--- config.mk ---
export PLATFORM = sky130hd
export DESIGN_NAME = branch_compare_stage
export DESIGN_NICKNAME = d
export VERILOG_FILES = /design/src/rtl/branch_compare_stage.sv
export SDC_FILE = /design/constraint.sdc
export NUM_CORES = 1
export LEC_CHECK = 0
export ABC_AREA = 1
export ABC_CLOCK_PERIOD_IN_PS = 4400
export CORE_UTILIZATION = 43
export CTS_CLUSTER_SIZE = 24
export DETAILED_ROUTE_END_ITERATION = 10
export MAX_ROUTING_LAYER = met4
export PLACE_DENSITY = 0.82
export SLEW_MARGIN = 30
export SYNTH_ARGS = -nofsm -noshare
export SYNTH_HDL_FRONTEND = slang
export SYNTH_SLANG_ARGS = --single-unit
--- constraint.sdc ---
create_clock -name clk -period 4.4 [get_ports clk]
set_input_delay 0.88 -clock clk [delete_from_list [all_inputs] [get_ports clk]]
set_output_delay 0.88 -clock clk [all_outputs]
set_load 0.02 [all_outputs]
--- src/rtl/branch_compare_stage.sv ---
// Two-register branch comparison stage with valid/ready handshake and flush.
// Optional taken / not-taken statistics counters are built when BRANCH_STATS_EN is defined.
module comparator_eq #(
  parameter int unsigned N = 32
) (
  input  logic [N-1:0] a_i,
  input  logic [N-1:0] b_i,
  output logic         eq_o
);
  logic [N-1:0] diff;

  assign diff = a_i ^ b_i;
  assign eq_o = ~|diff;
endmodule

module branch_compare_stage #(
  parameter int unsigned N = 32
) (
  input  logic         clk,
  input  logic         rst,
  input  logic         in_valid,
  output logic         in_ready,
  input  logic [N-1:0] a,
  input  logic [N-1:0] b,
  input  logic [2:0]   funct3,
  input  logic         flush,
  output logic         out_valid,
  input  logic         out_ready,
  output logic         taken,
  output logic         illegal,
  output logic [15:0]  taken_count,
  output logic [15:0]  not_taken_count
);
  typedef enum logic [2:0] {
    F_BEQ  = 3'b000,
    F_BNE  = 3'b001,
    F_RSV2 = 3'b010,
    F_RSV3 = 3'b011,
    F_BLT  = 3'b100,
    F_BGE  = 3'b101,
    F_BLTU = 3'b110,
    F_BGEU = 3'b111
  } funct3_e;

  logic         s1_valid_q, s1_valid_d;
  logic [N-1:0] s1_a_q, s1_b_q;
  funct3_e      s1_f3_q;
  logic         s2_valid_q, s2_valid_d;
  logic         s2_taken_q, s2_illegal_q;

  logic         s1_adv;
  logic         accept;
  logic         out_fire;
  logic         eq, lt, ltu;
  logic         res_taken, res_illegal;

  assign s1_adv   = s1_valid_q & (~s2_valid_q | out_ready);
  assign in_ready = ~s1_valid_q | s1_adv;
  assign accept   = in_valid & in_ready & ~flush;
  assign out_fire = s2_valid_q & out_ready & ~flush;

  comparator_eq #(.N(N)) u_eq (
    .a_i  (s1_a_q),
    .b_i  (s1_b_q),
    .eq_o (eq)
  );

  assign lt  = $signed(s1_a_q) < $signed(s1_b_q);
  assign ltu = s1_a_q < s1_b_q;

  always_comb begin
    res_taken   = 1'b0;
    res_illegal = 1'b0;
    case (s1_f3_q)
      F_BEQ:   res_taken = eq;
      F_BNE:   res_taken = ~eq;
      F_BLT:   res_taken = lt;
      F_BGE:   res_taken = ~lt;
      F_BLTU:  res_taken = ltu;
      F_BGEU:  res_taken = ~ltu;
      default: res_illegal = 1'b1;
    endcase
  end

  // Flush wins over acceptance, advance and result transfer in the same cycle.
  always_comb begin
    s1_valid_d = s1_valid_q;
    s2_valid_d = s2_valid_q;
    if (flush) begin
      s1_valid_d = 1'b0;
      s2_valid_d = 1'b0;
    end else begin
      if (accept)              s1_valid_d = 1'b1;
      else if (s1_adv)         s1_valid_d = 1'b0;
      if (s1_adv)              s2_valid_d = 1'b1;
      else if (out_ready)      s2_valid_d = 1'b0;
    end
  end

  always_ff @(posedge clk or negedge rst) begin
    if (!rst) begin
      s1_valid_q   <= 1'b0;
      s1_a_q       <= '0;
      s1_b_q       <= '0;
      s1_f3_q      <= F_BEQ;
      s2_valid_q   <= 1'b0;
      s2_taken_q   <= 1'b0;
      s2_illegal_q <= 1'b0;
    end else begin
      s1_valid_q <= s1_valid_d;
      s2_valid_q <= s2_valid_d;
      if (accept) begin
        s1_a_q  <= a;
        s1_b_q  <= b;
        s1_f3_q <= funct3_e'(funct3);
      end
      if (s1_adv && !flush) begin
        s2_taken_q   <= res_taken;
        s2_illegal_q <= res_illegal;
      end
    end
  end

  assign out_valid = s2_valid_q;
  assign taken     = s2_valid_q & s2_taken_q;
  assign illegal   = s2_valid_q & s2_illegal_q;

`ifdef BRANCH_STATS_EN
  logic [15:0] taken_cnt_q, taken_cnt_d;
  logic [15:0] nt_cnt_q, nt_cnt_d;

  always_comb begin
    taken_cnt_d = taken_cnt_q;
    nt_cnt_d    = nt_cnt_q;
    if (out_fire && s2_taken_q && taken_cnt_q != 16'hFFFF)
      taken_cnt_d = taken_cnt_q + 16'd1;
    if (out_fire && !s2_taken_q && !s2_illegal_q && nt_cnt_q != 16'hFFFF)
      nt_cnt_d = nt_cnt_q + 16'd1;
  end

  always_ff @(posedge clk or negedge rst) begin
    if (!rst) begin
      taken_cnt_q <= '0;
      nt_cnt_q    <= '0;
    end else begin
      taken_cnt_q <= taken_cnt_d;
      nt_cnt_q    <= nt_cnt_d;
    end
  end

  assign taken_count     = taken_cnt_q;
  assign not_taken_count = nt_cnt_q;
`else
  logic unused_fire;

  assign unused_fire     = out_fire;
  assign taken_count     = '0;
  assign not_taken_count = '0;
`endif
endmodule

Yosys cells after proc, flatten, opt, wreduce, memory -nomap -nowiden
Index checks and enable logic that the tools add are counted.
Word-level totals
  flip-flop bits (word level): 71
  input bits: 72
  word-level logic and storage cells: 43
  output and inout bits: 36
Cells by class
  reductions and logical operators: 8
  eq/ne operators: 5
  muxes and demuxes: 8
  bitwise gates (word level): 13
  order comparisons: 2
Operator list (count)
  32-bit less-than comparator: 2
  32-bit OR reduction: 1
  32-bit bitwise XOR: 1
  3-bit equality test, second input constant: 4
  1-bit two-way mux: 7
  1-bit case mux with 6 select lines: 1
  3-bit nonzero test: 2
  6-bit OR reduction: 1
  1-bit AND: 5
  1-bit inverter: 5
  3-bit by 1-bit equality test with 1-bit output, second input constant: 1
  3-bit zero test: 1
  1-bit zero test: 2
  1-bit OR: 2
  1-bit logical AND: 1

Depth between registers and ports, before layout
  depth in word-level cells: 8
  depth in mapped cells: 19
  gate-level depth less buffers: 19

Modules after synthesis
From an unflattened synthesis, not the netlist that was laid out.
Unflattened totals
  cell total of the unflattened synthesis: 561
  area, all modules: 4430.5 um^2
By module, submodules not included
  branch_compare_stage: sequential area each 1776.7 um^2, instances 1, cells each 393, area each 3784.9 um^2
  comparator_eq: sequential area each 0.0 um^2, instances 1, cells each 168, area each 645.6 um^2

Worst setup path before layout
No wires, ideal clock.
  kind: input port to output port
  start: input port out_ready
  end: output port in_ready
  arrival: 1.206 ns
  required time: 3.520 ns
  path buffers: 0
  path slack: 2.314 ns
  stages: 2
  cells stage by stage: nor2_1 > nand2_1
Between the ends
  word-level cells in the longest chain between the ends: 3
RTL lines
  start, declared: RTL line 28  | input logic out_ready,
  1-bit OR: RTL line 57  | assign s1_adv = s1_valid_q & (~s2_valid_q | out_ready);
  1-bit AND: RTL line 57
  1-bit OR: RTL line 58  | assign in_ready = ~s1_valid_q | s1_adv;
  end, declared: RTL line 22  | output logic in_ready,
No other way between the ends.

Worst setup path in the final report
Ends and elaborated chain as after synthesis.

==> impl_metrics.py <==
metrics = {
    "run_status": {
        "outcome": "complete, no violations",
    },
    "clock_tree": {
        "post_cts_buffers": 0,
        "clock_latency_ps": 350,
        "cts-root-buf": "clkbuf_8",
        "cts_tree": "yes",
        "cts.sinks": 71,
        "numCtsBuffers": 9,
        "cts_resized": 0,
        "hold_buffers": 0,
        "cts_buffer_depth": 2,
        "clkTransAtPathRegs_ps": 70,
        "htreeDepth": 3,
    },
    "timing": {
        "slew_headroom": 0.5666,
        "worst-slew-pin-transition_ps": 650.1,
        "post-route-period-util": 0.7012,
        "drv_slew": 0,
        "hold_viol": 0,
        "clock_skew_ps": 11.35,
        "fin_crit_ps": 3085,
        "max_freq_mhz": 324.1,
        "rsz0062_at_grt": "no",
        "setup_viol": 0,
        "finalSetupTns_ps": 0,
    },
    "yosys": {
        "synth.cell_area_um2": 3846,
        "ys_ff_latch": 71,
        "syn_avg_cell_area_um2": 9.568,
        "synthCells": 402,
        "seq_area_frac_synth": 0.4619,
        "ys_types": 24,
        "ys_warn_count": 0,
    },
    "route": {
        "wl_um": 7475,
        "wire_per_inst_um": 12.63,
        "drt_iter0_drc": 60,
        "routed-wl-met3_um": 327,
        "top_layer": "met4",
        "drc": 0,
        "antenna_left": 0,
        "drt_pass1_iterations": 4,
        "vias_per_cell": 4.725,
        "wl_met1_um": 3148,
        "dr_total_vias": 2797,
        "wl_met2_um": 3903,
    },
    "worst_setup_path": {
        "path_cells": "clkdlybuf4s50_1 -> nor2_1 -> nand2_1 -> clkdlybuf4s50_1",
        "crit_path_frequent_cell": "clkdlybuf4s50_1",
        "critPathArrivalTime_ps": 2210,
        "cp_slowest_cell": "clkdlybuf4s50_1",
        "critPathMaxFanout": 3,
        "regToRegSetupSlack_ps": 2310,
        "setup.worst_path.class": "input port to primary output",
        "cp-start-kind": "input port",
        "cpPeakStageDelay_ps": 570,
        "r2r_cells": 6,
        "required_ps": 3520,
        "end_kind": "primary output",
    },
    "die": {
        "die_height_um": 96.58,
        "io_pins": 108,
        "rows": 34,
        "die_w_um": 96.58,
        "core_um2": 8678,
        "start_util": 0.4432,
        "die_area_um2": 9327,
    },
    "final_layout": {
        "nets": 582,
        "layout_common_cells": "74 x clkdlybuf4s50_1, 71 x dfrtp_1, 50 x nor2_1, 50 x a21oi_1, 47 x nand2_1",
        "final_util": 0.5535,
        "areaGrowthSynthToFinish_pct": 24.89,
        "final_common_cell": "clkdlybuf4s50_1",
        "fillers": 776,
        "layout-drive-gt1-share": 0.1263,
    },
    "power_and_ir_drop": {
        "p_seq_frac": 0.413,
        "p_sw_frac": 0.2766,
        "ir_drop_mv": 0.1773,
        "power.density_nw_per_um2": 398.4,
        "cellInternalPower_mw": 1.385,
        "leakagePower_nw": 2.377,
        "power.share.combinational": 0.229,
        "clockPowerShare": 0.358,
        "p_switching_mw": 0.5294,
    },
    "global_routing": {
        "grt_overflow": 0,
        "grt_pass1_vias": 2885,
        "grt_use_total": 0.1789,
        "grt_pass1_wl_um": 12320,
        "antenna_found_initial": 1,
        "grt_max_degree": 72,
    },
    "flow_run": {
        "timing.max_cap.violations": 0,
    },
    "place": {
        "gp_congestion": 0.7874,
        "dp.final_hpwl_um": 5603,
        "portBuffers": 75,
    },
    "min_path": {
        "holdPathStages": 2,
        "hp-class": "flip-flop to flip-flop",
    },
}
-- power by group through the flow --
stage	logic, mW	clock network [mW]	registers (mW)
2_1_floorplan	0.322	0	0.789
3_3_place_gp	0.417	0	0.798
3_5_place_dp	0.440	0	0.803
4_1_cts	0.445	0.699	0.790
5_1_grt	0.506	0.732	0.800
6_report	0.438	0.686	0.790
-- path summary, 6_finish.rpt --
check / startpoint / endpoint
worst max-delay path: out_ready / in_ready
worst min register to register: s2_taken_q$_DFFE_PN0P_ / s2_taken_q$_DFFE_PN0P_
max in group asynchronous: rst / s1_b_q[25]$_DFFE_PN0P_
worst max register to register: out_valid$_DFFE_PN0P_ / s1_a_q[19]$_DFFE_PN0P_
worst min-delay path: s2_taken_q$_DFFE_PN0P_ / s2_taken_q$_DFFE_PN0P_
min in group asynchronous: rst / s1_b_q[15]$_DFFE_PN0P_
-- logic make-up after synthesis --
logic type	count (synthesis)	share of synthesized area
and+or+nand+nor	115	0.1233
buffers and inverters	92	0.1353
DFF	71	0.4619
AOI/OAI and AO/OA	59	0.08067
muxes	32	0.09369
adders and majority gates	32	0.1041
other	1	0.0009750
-- per-stage QoR --
| step | hold slack [ps] | setup slack [ps] | cell area, um2 | cells | power (mW) |
|---|---|---|---|---|---|
| final | 484.3 | 1315 | 4803 | 592 | 1.914 |
| after global routing | 533.7 | 1262 | 4803 | 592 | 2.038 |
| after CTS | 488.8 | 1319 | 4797 | 591 | 1.934 |
| after detailed placement | 468.7 | 1311 | 4537 | 575 | 1.243 |
| after global placement | 466.3 | 1369 | 4537 | 575 | 1.215 |
| after floorplan | 449.2 | 2314 | 3963 | 433 | 1.111 |
-- synth_stat cells --
master / n / area, um2
o21a_2: 1 / 8.760
o21ai_0: 3 / 15.01
a21oi_1: 50 / 250.2
ha_1: 32 / 400.4
o21ai_1: 1 / 5.000
nand4_1: 1 / 6.260
a21o_1: 2 / 15.01
buf_2: 2 / 10.01
inv_1: 46 / 172.7
nor3_1: 3 / 15.01
nor2_2: 1 / 6.260
buf_4: 36 / 270.3
inv_2: 3 / 11.26
o21a_1: 1 / 7.510
nand3_1: 9 / 45.04
buf_6: 5 / 56.30
dfrtp_1: 71 / 1777
conb_1: 1 / 3.750
nand2_1: 47 / 176.4
mux2_2: 32 / 360.4
nand2_2: 2 / 12.51
nor2_1: 50 / 187.7
a21oi_2: 1 / 8.760
nor4_2: 2 / 25.02
-- sequential cells by signal, summed over array words and instances (netlist names) --
signal / cells
s2_taken_q: 1
s1_b_q: 32
s1_valid_q: 1
s1_f3_q: 3
s1_a_q: 32
s2_illegal_q: 1
out_valid: 1
-- layer usage --
| metal | vias to the layer above | track usage |
|---|---|---|
| li1 | 1389 | - |
| met1 | 1329 | 0.1915 |
| met2 | 71 | 0.3204 |
| met3 | 8 | 0.03912 |
| met4 | 0 | 0.07108 |
| met5 | - | - |
-- layout make-up --
cell class                      count  area, um2  area share
Clock buffer                       10      127.6     0.02657
Tap cell                          108      135.1     0.02813
Sequential cell                    71       1777      0.3699
Antenna cell                        1      2.502   0.0005210
Multi-Input combinational cell    270       1678      0.3493
Timing Repair Buffer               77      767.0      0.1597
Clock inverter                      6      132.6     0.02761
Inverter                           49      183.9     0.03829
-- worst max-delay path, delay by kind of cell --
family | cells | cell delay [ps]
buffers and inverters | 2 | 980
and+or+nand+nor | 2 | 350
No activity file was read; power rests on OpenSTA's default activity.
